<file path="src/rtl/qspi_flash_responder_if.sv">
// Bus bundle between the QSPI controller side and the flash responder:
// the QSPI pins plus the responder's memory fetch port and status outputs.
`timescale 1ns/1ps
interface qspi_flash_responder_if #(
    parameter int MEM_AW = 16
);
    logic              spi_clk;
    logic              cs_n;
    logic [3:0]        io_in;
    logic [3:0]        io_out;
    logic [3:0]        io_oe;
    logic              mem_rd;
    logic [MEM_AW:0]   mem_addr;
    logic [7:0]        mem_rdata;
    logic              active_die;
    logic              cmd_err;

    modport master (
        output spi_clk, cs_n, io_in, mem_rdata,
        input  io_out, io_oe, mem_rd, mem_addr, active_die, cmd_err
    );

    modport slave (
        input  spi_clk, cs_n, io_in, mem_rdata,
        output io_out, io_oe, mem_rd, mem_addr, active_die, cmd_err
    );
endinterface

</file>
<file path="src/rtl/qspi_flash_responder.sv">
// QSPI NOR-flash target: decodes 4-byte-address 1-1-1/1-1-2/1-1-4 reads and a
// die-select command, prefetches bytes from a memory port and shifts them out.
`timescale 1ns/1ps
module qspi_flash_responder #(
    parameter int MEM_AW       = 16,
    parameter int DUMMY_CYCLES = 8,
    parameter int SYNC_STAGES  = 2
) (
    input  logic                 system_clk,
    input  logic                 system_reset,
    qspi_flash_responder_if.slave bus
);
    localparam int SR_W = (MEM_AW > 8) ? MEM_AW : 8;

    typedef enum logic [2:0] {
        S_IDLE, S_CMD, S_ADDR, S_DIE, S_DUMMY, S_DATA, S_IGNORE
    } state_t;

    typedef enum logic [1:0] {LANE_1, LANE_2, LANE_4} lanes_t;

    logic [SYNC_STAGES-1:0] sclk_sync, cs_sync, io0_sync;
    logic sclk_prev, cs_prev;
    logic sclk_s, cs_s, io0_s, spi_rise, spi_fall, cs_fall;

    // Only io0 carries controller data for the supported command set.
    logic unused_io;
    assign unused_io = ^bus.io_in[3:1];

    always_ff @(posedge system_clk) begin
        if (system_reset) begin
            sclk_sync <= '0;
            cs_sync   <= '1;
            io0_sync  <= '0;
            sclk_prev <= 1'b0;
            cs_prev   <= 1'b1;
        end else begin
            sclk_sync[0] <= bus.spi_clk;
            cs_sync[0]   <= bus.cs_n;
            io0_sync[0]  <= bus.io_in[0];
            for (int unsigned i = 1; i < SYNC_STAGES; i++) begin
                sclk_sync[i] <= sclk_sync[i-1];
                cs_sync[i]   <= cs_sync[i-1];
                io0_sync[i]  <= io0_sync[i-1];
            end
            sclk_prev <= sclk_sync[SYNC_STAGES-1];
            cs_prev   <= cs_sync[SYNC_STAGES-1];
        end
    end

    assign sclk_s   = sclk_sync[SYNC_STAGES-1];
    assign cs_s     = cs_sync[SYNC_STAGES-1];
    assign io0_s    = io0_sync[SYNC_STAGES-1];
    assign spi_rise = sclk_s & ~sclk_prev;
    assign spi_fall = ~sclk_s & sclk_prev;
    assign cs_fall  = ~cs_s & cs_prev;

    state_t            state, state_n;
    lanes_t            lanes, lanes_n;
    logic [5:0]        cnt, cnt_n;
    logic [SR_W-2:0]   sr, sr_n;
    logic [SR_W-1:0]   sr_in;
    logic [MEM_AW-1:0] addr, addr_n, addr_inc;
    logic [7:0]        cur, cur_n, nxt, nxt_n, src;
    logic [2:0]        beat, beat_n, beat_last;
    logic              rd_pending, rd_pending_n;
    logic [3:0]        io_out_q, io_out_n, io_oe_q, io_oe_n;
    logic              mem_rd_q, mem_rd_n, die_q, die_n, cmd_err_q, cmd_err_n;
    logic [MEM_AW:0]   mem_addr_q, mem_addr_n;

    assign sr_in    = {sr, io0_s};
    assign addr_inc = addr + 1'b1;
    assign src      = (beat == 3'd0) ? nxt : cur;

    always_comb begin
        state_n      = state;
        lanes_n      = lanes;
        cnt_n        = cnt;
        sr_n         = sr;
        addr_n       = addr;
        cur_n        = cur;
        nxt_n        = nxt;
        beat_n       = beat;
        beat_last    = 3'd1;
        rd_pending_n = mem_rd_q;
        io_out_n     = io_out_q;
        io_oe_n      = io_oe_q;
        mem_rd_n     = 1'b0;
        mem_addr_n   = mem_addr_q;
        die_n        = die_q;
        cmd_err_n    = 1'b0;

        if (rd_pending) nxt_n = bus.mem_rdata;

        case (state)
            S_IDLE: begin
                if (cs_fall) begin
                    state_n = S_CMD;
                    cnt_n   = '0;
                end
            end
            S_CMD: begin
                if (spi_rise) begin
                    sr_n  = sr_in[SR_W-2:0];
                    cnt_n = cnt + 6'd1;
                    if (cnt == 6'd7) begin
                        cnt_n = '0;
                        case (sr_in[7:0])
                            8'h13: begin state_n = S_ADDR; lanes_n = LANE_1; end
                            8'h3C: begin state_n = S_ADDR; lanes_n = LANE_2; end
                            8'h6C: begin state_n = S_ADDR; lanes_n = LANE_4; end
                            8'hC2: state_n = S_DIE;
                            default: begin
                                state_n   = S_IGNORE;
                                cmd_err_n = 1'b1;
                            end
                        endcase
                    end
                end
            end
            S_ADDR: begin
                if (spi_rise) begin
                    sr_n  = sr_in[SR_W-2:0];
                    cnt_n = cnt + 6'd1;
                    if (cnt == 6'd31) begin
                        // First byte is fetched as soon as the address is complete.
                        cnt_n      = '0;
                        beat_n     = '0;
                        addr_n     = sr_in[MEM_AW-1:0];
                        mem_rd_n   = 1'b1;
                        mem_addr_n = {die_q, sr_in[MEM_AW-1:0]};
                        state_n    = (lanes == LANE_1 || DUMMY_CYCLES == 0) ? S_DATA : S_DUMMY;
                    end
                end
            end
            S_DIE: begin
                if (spi_rise) begin
                    cnt_n = cnt + 6'd1;
                    if (cnt == 6'd7) begin
                        die_n   = io0_s;
                        state_n = S_IGNORE;
                    end
                end
            end
            S_DUMMY: begin
                if (spi_rise) begin
                    cnt_n = cnt + 6'd1;
                    if (cnt == 6'(DUMMY_CYCLES - 1)) state_n = S_DATA;
                end
            end
            S_DATA: begin
                if (spi_fall) begin
                    case (lanes)
                        LANE_1: begin
                            io_out_n  = {2'b00, src[7], 1'b0};
                            io_oe_n   = 4'b0010;
                            cur_n     = {src[6:0], 1'b0};
                            beat_last = 3'd7;
                        end
                        LANE_2: begin
                            io_out_n  = {2'b00, src[7:6]};
                            io_oe_n   = 4'b0011;
                            cur_n     = {src[5:0], 2'b00};
                            beat_last = 3'd3;
                        end
                        default: begin
                            io_out_n  = src[7:4];
                            io_oe_n   = 4'b1111;
                            cur_n     = {src[3:0], 4'b0000};
                            beat_last = 3'd1;
                        end
                    endcase
                    beat_n = (beat == beat_last) ? 3'd0 : beat + 3'd1;
                    // Starting a byte from the prefetch buffer triggers the next fetch.
                    if (beat == 3'd0) begin
                        addr_n     = addr_inc;
                        mem_rd_n   = 1'b1;
                        mem_addr_n = {die_q, addr_inc};
                    end
                end
            end
            default: ;
        endcase

        if (cs_s) begin
            state_n  = S_IDLE;
            io_oe_n  = '0;
            io_out_n = '0;
            mem_rd_n = 1'b0;
        end
    end

    always_ff @(posedge system_clk) begin
        if (system_reset) begin
            state      <= S_IDLE;
            lanes      <= LANE_1;
            cnt        <= '0;
            sr         <= '0;
            addr       <= '0;
            cur        <= '0;
            nxt        <= '0;
            beat       <= '0;
            rd_pending <= 1'b0;
            io_out_q   <= '0;
            io_oe_q    <= '0;
            mem_rd_q   <= 1'b0;
            mem_addr_q <= '0;
            die_q      <= 1'b0;
            cmd_err_q  <= 1'b0;
        end else begin
            state      <= state_n;
            lanes      <= lanes_n;
            cnt        <= cnt_n;
            sr         <= sr_n;
            addr       <= addr_n;
            cur        <= cur_n;
            nxt        <= nxt_n;
            beat       <= beat_n;
            rd_pending <= rd_pending_n;
            io_out_q   <= io_out_n;
            io_oe_q    <= io_oe_n;
            mem_rd_q   <= mem_rd_n;
            mem_addr_q <= mem_addr_n;
            die_q      <= die_n;
            cmd_err_q  <= cmd_err_n;
        end
    end

    assign bus.io_out     = io_out_q;
    assign bus.io_oe      = io_oe_q;
    assign bus.mem_rd     = mem_rd_q;
    assign bus.mem_addr   = mem_addr_q;
    assign bus.active_die = die_q;
    assign bus.cmd_err    = cmd_err_q;
endmodule

</file>
<file path="src/flat_wrapper.sv">
// flat-port wrapper written by rule: the top's interface ports become plain ports
module qspi_flash_responder_flat 
#(
    parameter int MEM_AW       = 16,
    parameter int DUMMY_CYCLES = 8,
    parameter int SYNC_STAGES  = 2
)
  (system_clk, system_reset, bus_spi_clk, bus_cs_n, bus_io_in, bus_mem_rdata, bus_io_out, bus_io_oe, bus_mem_rd, bus_mem_addr, bus_active_die, bus_cmd_err);
  qspi_flash_responder_if #(.MEM_AW(MEM_AW)) bus_i ();
  input  logic system_clk;
  input  logic system_reset;
  input wire logic [$bits(bus_i.spi_clk)-1:0] bus_spi_clk;
  input wire logic [$bits(bus_i.cs_n)-1:0] bus_cs_n;
  input wire logic [$bits(bus_i.io_in)-1:0] bus_io_in;
  input wire logic [$bits(bus_i.mem_rdata)-1:0] bus_mem_rdata;
  output wire logic [$bits(bus_i.io_out)-1:0] bus_io_out;
  output wire logic [$bits(bus_i.io_oe)-1:0] bus_io_oe;
  output wire logic [$bits(bus_i.mem_rd)-1:0] bus_mem_rd;
  output wire logic [$bits(bus_i.mem_addr)-1:0] bus_mem_addr;
  output wire logic [$bits(bus_i.active_die)-1:0] bus_active_die;
  output wire logic [$bits(bus_i.cmd_err)-1:0] bus_cmd_err;
  assign bus_i.spi_clk = bus_spi_clk;
  assign bus_i.cs_n = bus_cs_n;
  assign bus_i.io_in = bus_io_in;
  assign bus_i.mem_rdata = bus_mem_rdata;
  assign bus_io_out = bus_i.io_out;
  assign bus_io_oe = bus_i.io_oe;
  assign bus_mem_rd = bus_i.mem_rd;
  assign bus_mem_addr = bus_i.mem_addr;
  assign bus_active_die = bus_i.active_die;
  assign bus_cmd_err = bus_i.cmd_err;
  qspi_flash_responder #(.MEM_AW(MEM_AW), .DUMMY_CYCLES(DUMMY_CYCLES), .SYNC_STAGES(SYNC_STAGES)) u_core (.system_clk(system_clk), .system_reset(system_reset), .bus(bus_i));
endmodule
</file>
<file path="config.mk">
export PLATFORM = sky130hd
export DESIGN_NAME = qspi_flash_responder_flat
export DESIGN_NICKNAME = d
export VERILOG_FILES = /design/src/rtl/qspi_flash_responder_if.sv /design/src/rtl/qspi_flash_responder.sv /design/src/flat_wrapper.sv
export SDC_FILE = /design/constraint.sdc
export NUM_CORES = 1
export LEC_CHECK = 0
export CORE_MARGIN = 1.5
export CORE_UTILIZATION = 43
export DETAILED_ROUTE_END_ITERATION = 10
export PLACE_DENSITY = 0.72
export SLEW_MARGIN = 20
export SYNTH_ARGS = -nofsm -noshare
export SYNTH_HDL_FRONTEND = slang
export SYNTH_SLANG_ARGS = --single-unit
</file>
<file path="constraint.sdc">
create_clock -name system_clk -period 2.8 [get_ports system_clk]
set_clock_uncertainty 0.15 [all_clocks]
set_input_delay 0.7 -clock system_clk [delete_from_list [all_inputs] [get_ports system_clk]]
set_output_delay 0.7 -clock system_clk [all_outputs]
set_load 0.02 [all_outputs]
</file>
# --- Word-level counts from Yosys, hierarchy flattened ---
# Index checks and enable logic that the tools add are counted.
# Widths: inputs -> output; s select.
totals:
  output_inout_bits: 28
  reg_bits: 98
  inputBits: 16
op_classes:
  bitwise_logic: 9
  n_mux: 48
  n_reduce_logical: 21
  n_eq_ne: 25
  add_sub_neg: 3
ops:
  columns: ["op", "count"]
  rows:
  - ["$mux 17", 4]
  - ["$mux 16", 4]
  - ["$mux 3", 15]
  - ["$mux 6", 6]
  - ["$pmux 17 s2", 1]
  - ["$pmux 16 s2", 1]
  - ["$ne 2x1->1 const B", 12]
  - ["$pmux 6 s4", 1]
  - ["$pmux 3 s2", 3]
  - ["$add 16x1->16 const B", 1]
  - ["$pmux 4 s2", 2]
  - ["$pmux 8 s2", 1]
  - ["$pmux 3 s5", 1]
  - ["$reduce_and 10->1", 1]
  - ["$reduce_and 5->1", 2]
  - ["$eq 8x5->1 const B", 1]
  - ["$eq 8x6->1 const B", 1]
  - ["$eq 8x7->1 const B", 1]
  - ["$eq 8x8->1 const B", 1]
  - ["$mux 8", 1]
  - ["$reduce_and 4->1", 2]
  - ["$reduce_or 4->1", 2]
  - ["$add 6x1->6 const B", 1]
  - ["$eq 3x2->1 const B", 2]
  - ["22 further kinds", 39]

# --- Logic depth before layout (Yosys ltp) ---
logic_depth:
  depth_word: 8
  ltp_mapped: 9

# --- Worst setup path after synthesis ---
# OpenSTA, ideal clock, no wires.
synth_timing:
  path_type: "flip-flop to flip-flop"
  start: "register u_core.state[2]"
  end: "register u_core.mem_addr_q[10] (netlist: u_core.bus.mem_addr[10])"
  setup_ns: 0.132
  stages_incl_launch_ff: 9
  setup_slack_ns: 0.663
  arrival_time_ns: 1.855
  required_ns: 2.518
  synth_period_minus_slack_ns: 2.137
  n_path_buf: 3
  cell_sequence: "dfxtp_1 > buf_6 > or3b_4 > or4_4 > and2_4 > buf_6 > buf_6 > a211oi_2 > nor3_1"
synth_via:
  elab_chain_cells: 3
  word_cells_on_any_way: 9
synth_rtl:
  columns: ["element", "line_no", "text"]
  rows:
  - ["from (decl)", "qspi_flash_responder.sv:57", "state_t state, state_n;"]
  - ["from (signal assigned)", "qspi_flash_responder.sv:210", "state <= state_n;"]
  - ["$eq 3x3->1 / $eq 3x2->1 (equally long branches)", "qspi_flash_responder.sv:94", "case (state)"]
  - ["$ne 2x1->1 (no line) / $reduce_bool 2->1 (equally long branches)", null, null]
  - ["$reduce_and 5->1 (no line)", null, null]
  - ["to (signal assigned)", "qspi_flash_responder.sv:222", "mem_addr_q <= mem_addr_n;"]
  - ["to (decl)", "qspi_flash_responder.sv:68", "logic [MEM_AW:0] mem_addr_q, mem_addr_n;"]
# Several ways; a longest one is shown, not always the timed one.
# A chain may end at the register's enable or synchronous reset.

# --- Final worst setup path ---
layout_timing:
  start: "register u_core.cnt[0]"
  end: "register u_core.mem_addr_q[9] (netlist: u_core.bus.mem_addr[9])"
layout_via:
  elab_chain_cells: 3
layout_rtl:
  columns: ["element", "line_no", "text"]
  rows:
  - ["from (decl)", "qspi_flash_responder.sv:59", "logic [5:0] cnt, cnt_n;"]
  - ["from (signal assigned)", "qspi_flash_responder.sv:212", "cnt <= cnt_n;"]
  - ["$eq 6x5->1", "qspi_flash_responder.sv:124", "if (cnt == 6'd31) begin"]
  - ["$ne 2x1->1 (no line)", null, null]
  - ["$reduce_and 5->1 (no line)", null, null]
# Every way passes these cells.

==> impl_metrics.env <==
export IMPL_die_y_um=98.2
export IMPL_viasPerCell=5.68
export IMPL_worstHoldPathType="reg2reg"
export IMPL_routabilityCongestion=0.866
export IMPL_n_fill_cell=815
export IMPL_dp_hpwl_mm=6.06
export IMPL_seq_area_frac_synth=0.411
export IMPL_grt_pass1_vias=3237
export IMPL_final_nets=519
export IMPL_clock_path_buffers=2
export IMPL_worstPathMaxFanout=9
export IMPL_synth_main_ff_cell="dfxtp_1"
export IMPL_finalSetupViolCount=0
export IMPL_reg2reg_from="u_core.cnt[0]$_SDFFE_PP0P_"
export IMPL_cts_clk_slew_worst_paths_ps=80
export IMPL_ant_nets=0
export IMPL_wire_per_inst_um=14.6
export IMPL_grt_max_degree=35
export IMPL_syn_area_per_cell_um2=8.27
export IMPL_first_pass_iters=6
export IMPL_grt_busiest_layer="met2"
export IMPL_worstSetupStartpoint="u_core.cnt[0]$_SDFFE_PP0P_"
export IMPL_wl_mm=8.96
export IMPL_synth_most_common_cell="dfxtp_1"
export IMPL_slew_headroom=0.434
export IMPL_critPathArrivalTime_ps=2530
export IMPL_syn_to_final_growth_pct=16.0
export IMPL_io_buffers=40
export IMPL_comb_power_share=0.026
export IMPL_critPathRequiredTime_ps=2910
export IMPL_grt_use_met3=0.0501
export IMPL_hold_start="u_core.cs_sync[0]$_SDFF_PP1_"
export IMPL_ios=44
export IMPL_rsz0062_at_grt="no"
export IMPL_synth_edf_count=0
export IMPL_ir_drop_uv=329
export IMPL_cap_violations=0
export IMPL_cp_slowest_cell="or4_4"
export IMPL_power_density_nw_per_um2=438
export IMPL_drc=0
export IMPL_ys_seq_elements=80
export IMPL_p_seq_frac=0.578
export IMPL_ctsHoldBuffers=0
export IMPL_multiInputGateArea_um2=2100
export IMPL_clk_latency_ps=350
export IMPL_drv_slew=0
export IMPL_cts_buffers=9
export IMPL_p_leak_nw=1.67
export IMPL_drt_iter0_markers=170
export IMPL_r2r_end="u_core.bus.mem_addr[9]$_SDFFE_PP0P_"
export IMPL_synth_common_cells="80 x dfxtp_1, 60 x nor2_1, 46 x nand2_1"
export IMPL_grt_remaining_overflow=0
export IMPL_power_mw=1.98
export IMPL_num_vias=3478
export IMPL_clockPowerShare=0.396
export IMPL_dieArea_um2=9640
export IMPL_use_met2=0.310
export IMPL_num_rows=34
export IMPL_htreeDepth=3
export IMPL_cts_resized=0
export IMPL_floorplan_initialDensity=0.445
export IMPL_end_kind="flop"
export IMPL_path_class="reg2reg"
export IMPL_postCtsSetupRepairBufs=0
export IMPL_path_cells="ha_1, nand3b_1, or4_4, nand2_1, buf_4, a21oi_1, a211oi_1"
export IMPL_min_period_over_period=0.863
export IMPL_internal_power_mw=1.51
export IMPL_async_reset_ff_frac=0
export IMPL_gr_usage_met1=0.247
export IMPL_diodes=0
export IMPL_synth_area_um2=3900
export IMPL_syn_nets=491
export IMPL_antenna_found_initial=0
export IMPL_fin_setup_tns_ps=0
export IMPL_drive_gt1_frac=0.0754
export IMPL_crit_end="u_core.bus.mem_addr[9]$_SDFFE_PP0P_"
export IMPL_clock_sinks=80
export IMPL_worst_r2r_path_depth=7
export IMPL_syn_inst=471
export IMPL_hold_violations=0
export IMPL_grt_total_usage=0.190
export IMPL_seqCellArea_um2=1600
export IMPL_worst_slew_pin_slew_ps=849
export IMPL_ys_types=60
export IMPL_core_area_um2=8760
export IMPL_grt_pass1_wl_mm=15.2
export IMPL_p_sw_mw=0.465
export IMPL_netSwitchingFraction=0.235
export IMPL_critPathMaxStageDelay_ps=600
export IMPL_synth_area_leader_cell="dfxtp_1"
export IMPL_yosysWarnings=0
export IMPL_cts_tree="yes"
export IMPL_period_needed_ps=2420
export IMPL_die_x_um=98.2
export IMPL_max_freq_mhz=414
export IMPL_synth_top_area_frac=0.411
export IMPL_synth_area_leaders="dfxtp_1 41%, mux2i_1 7.7%, nor2_1 5.8%, a21oi_1 5.4%, nand2_1 4.4%"
export IMPL_startpoint_type="flop"
export IMPL_status="finished clean"
export IMPL_root_buffer="clkbuf_8"
export IMPL_rrSetupSlack_ps=380
-- flip-flops by register name, indices dropped and copies added, names as in the netlist, 2 cells and up --
signal and flops:
u_core.beat 3, u_core.state 3, u_core.nxt 8, u_core.bus.mem_addr 17
u_core.lanes 2, u_core.cs_sync 2, u_core.io0_sync 2, u_core.bus.io_out 4
u_core.cur 7, u_core.sclk_sync 2, u_core.bus.io_oe 3, u_core.sr 15
u_core.cnt 6
-- routing by layer --
metal / share of wire / routed length (µm) / up-vias
met5: 0 / 0 / -
met4: 0.0095 / 85 / 0
met3: 0.053 / 473 / 7
met2: 0.46 / 4160 / 93
met1: 0.47 / 4240 / 1650
li1: - / - / 1728
-- power by group through the flow --
stage | sequential [mW] | combinational [mW] | clock, mW
4_1_cts | 1.14 | 0.0514 | 0.803
6_report | 1.14 | 0.0508 | 0.784
3_5_place_dp | 1.17 | 0.0513 | 0
5_1_grt | 1.14 | 0.0560 | 0.850
2_1_floorplan | 1.17 | 0.0269 | 0
3_3_place_gp | 1.17 | 0.0503 | 0
-- worst max-delay path, delay by kind of cell, from the launching register on --
kind	cells	cell delay, ps
compound gates	2	290
fa+ha+maj	1	240
buf+inv	1	220
flops	1	370
simple gates	3	1040
-- how the worst min path moves through the flow --
stage               cells past startpoint  slack, ps                            to
floorplan                               1        240  u_core.cs_sync[1]$_SDFF_PP1_
global placement                        1        250  u_core.cs_sync[1]$_SDFF_PP1_
detailed placement                      1        260  u_core.cs_sync[1]$_SDFF_PP1_
CTS                                     1        280  u_core.cs_sync[1]$_SDFF_PP1_
global route                            1        290  u_core.cs_sync[1]$_SDFF_PP1_
finish                                  1        270  u_core.cs_sync[1]$_SDFF_PP1_
-- per-stage QoR --
stage / instance area [µm²] / hold slack [ps] / utilization / std cells / worst slack, ps
3_3_place_gp: 4340 / 248 / 0.495 / 596 / 514
3_5_place_dp: 4340 / 256 / 0.495 / 596 / 446
4_1_cts: 4520 / 276 / 0.516 / 612 / 407
2_1_floorplan: 3900 / 239 / - / 471 / 663
6_report: 4520 / 271 / 0.516 / 612 / 385
5_1_grt: 4520 / 286 / 0.516 / 612 / 233
-- layout make-up --
| type | instances | area share |
|---|---|---|
| Multi-Input combinational cell | 349 | 0.465 |
| Sequential cell | 80 | 0.354 |
| Timing Repair Buffer | 49 | 0.102 |
| Clock buffer | 10 | 0.0305 |
| Tap cell | 108 | 0.0299 |
| Clock inverter | 6 | 0.00969 |
| Inverter | 10 | 0.00831 |
-- cells in the final DEF (no fill, tap or decap), types with 9 or more instances in the layout --
master and count:
dfxtp_1 80, nor2_1 60, nand2_1 46, a21oi_1 42, clkdlybuf4s50_1 39, mux2i_1 30
o21ai_0 21, nand3_1 15, nor3_1 12, nor2b_1 11, inv_1 10, clkbuf_8 10
buf_4 9
-- cell families after synthesis --
logic type / count (synthesis) / synth area share
simple gates: 196 / 0.250
compound gates: 113 / 0.184
flops: 80 / 0.411
buf+inv: 42 / 0.0498
mux: 32 / 0.0829
xor+xnor: 4 / 0.00899
fa+ha+maj: 4 / 0.0128
Note: power is estimated with default switching activity, not from simulation.
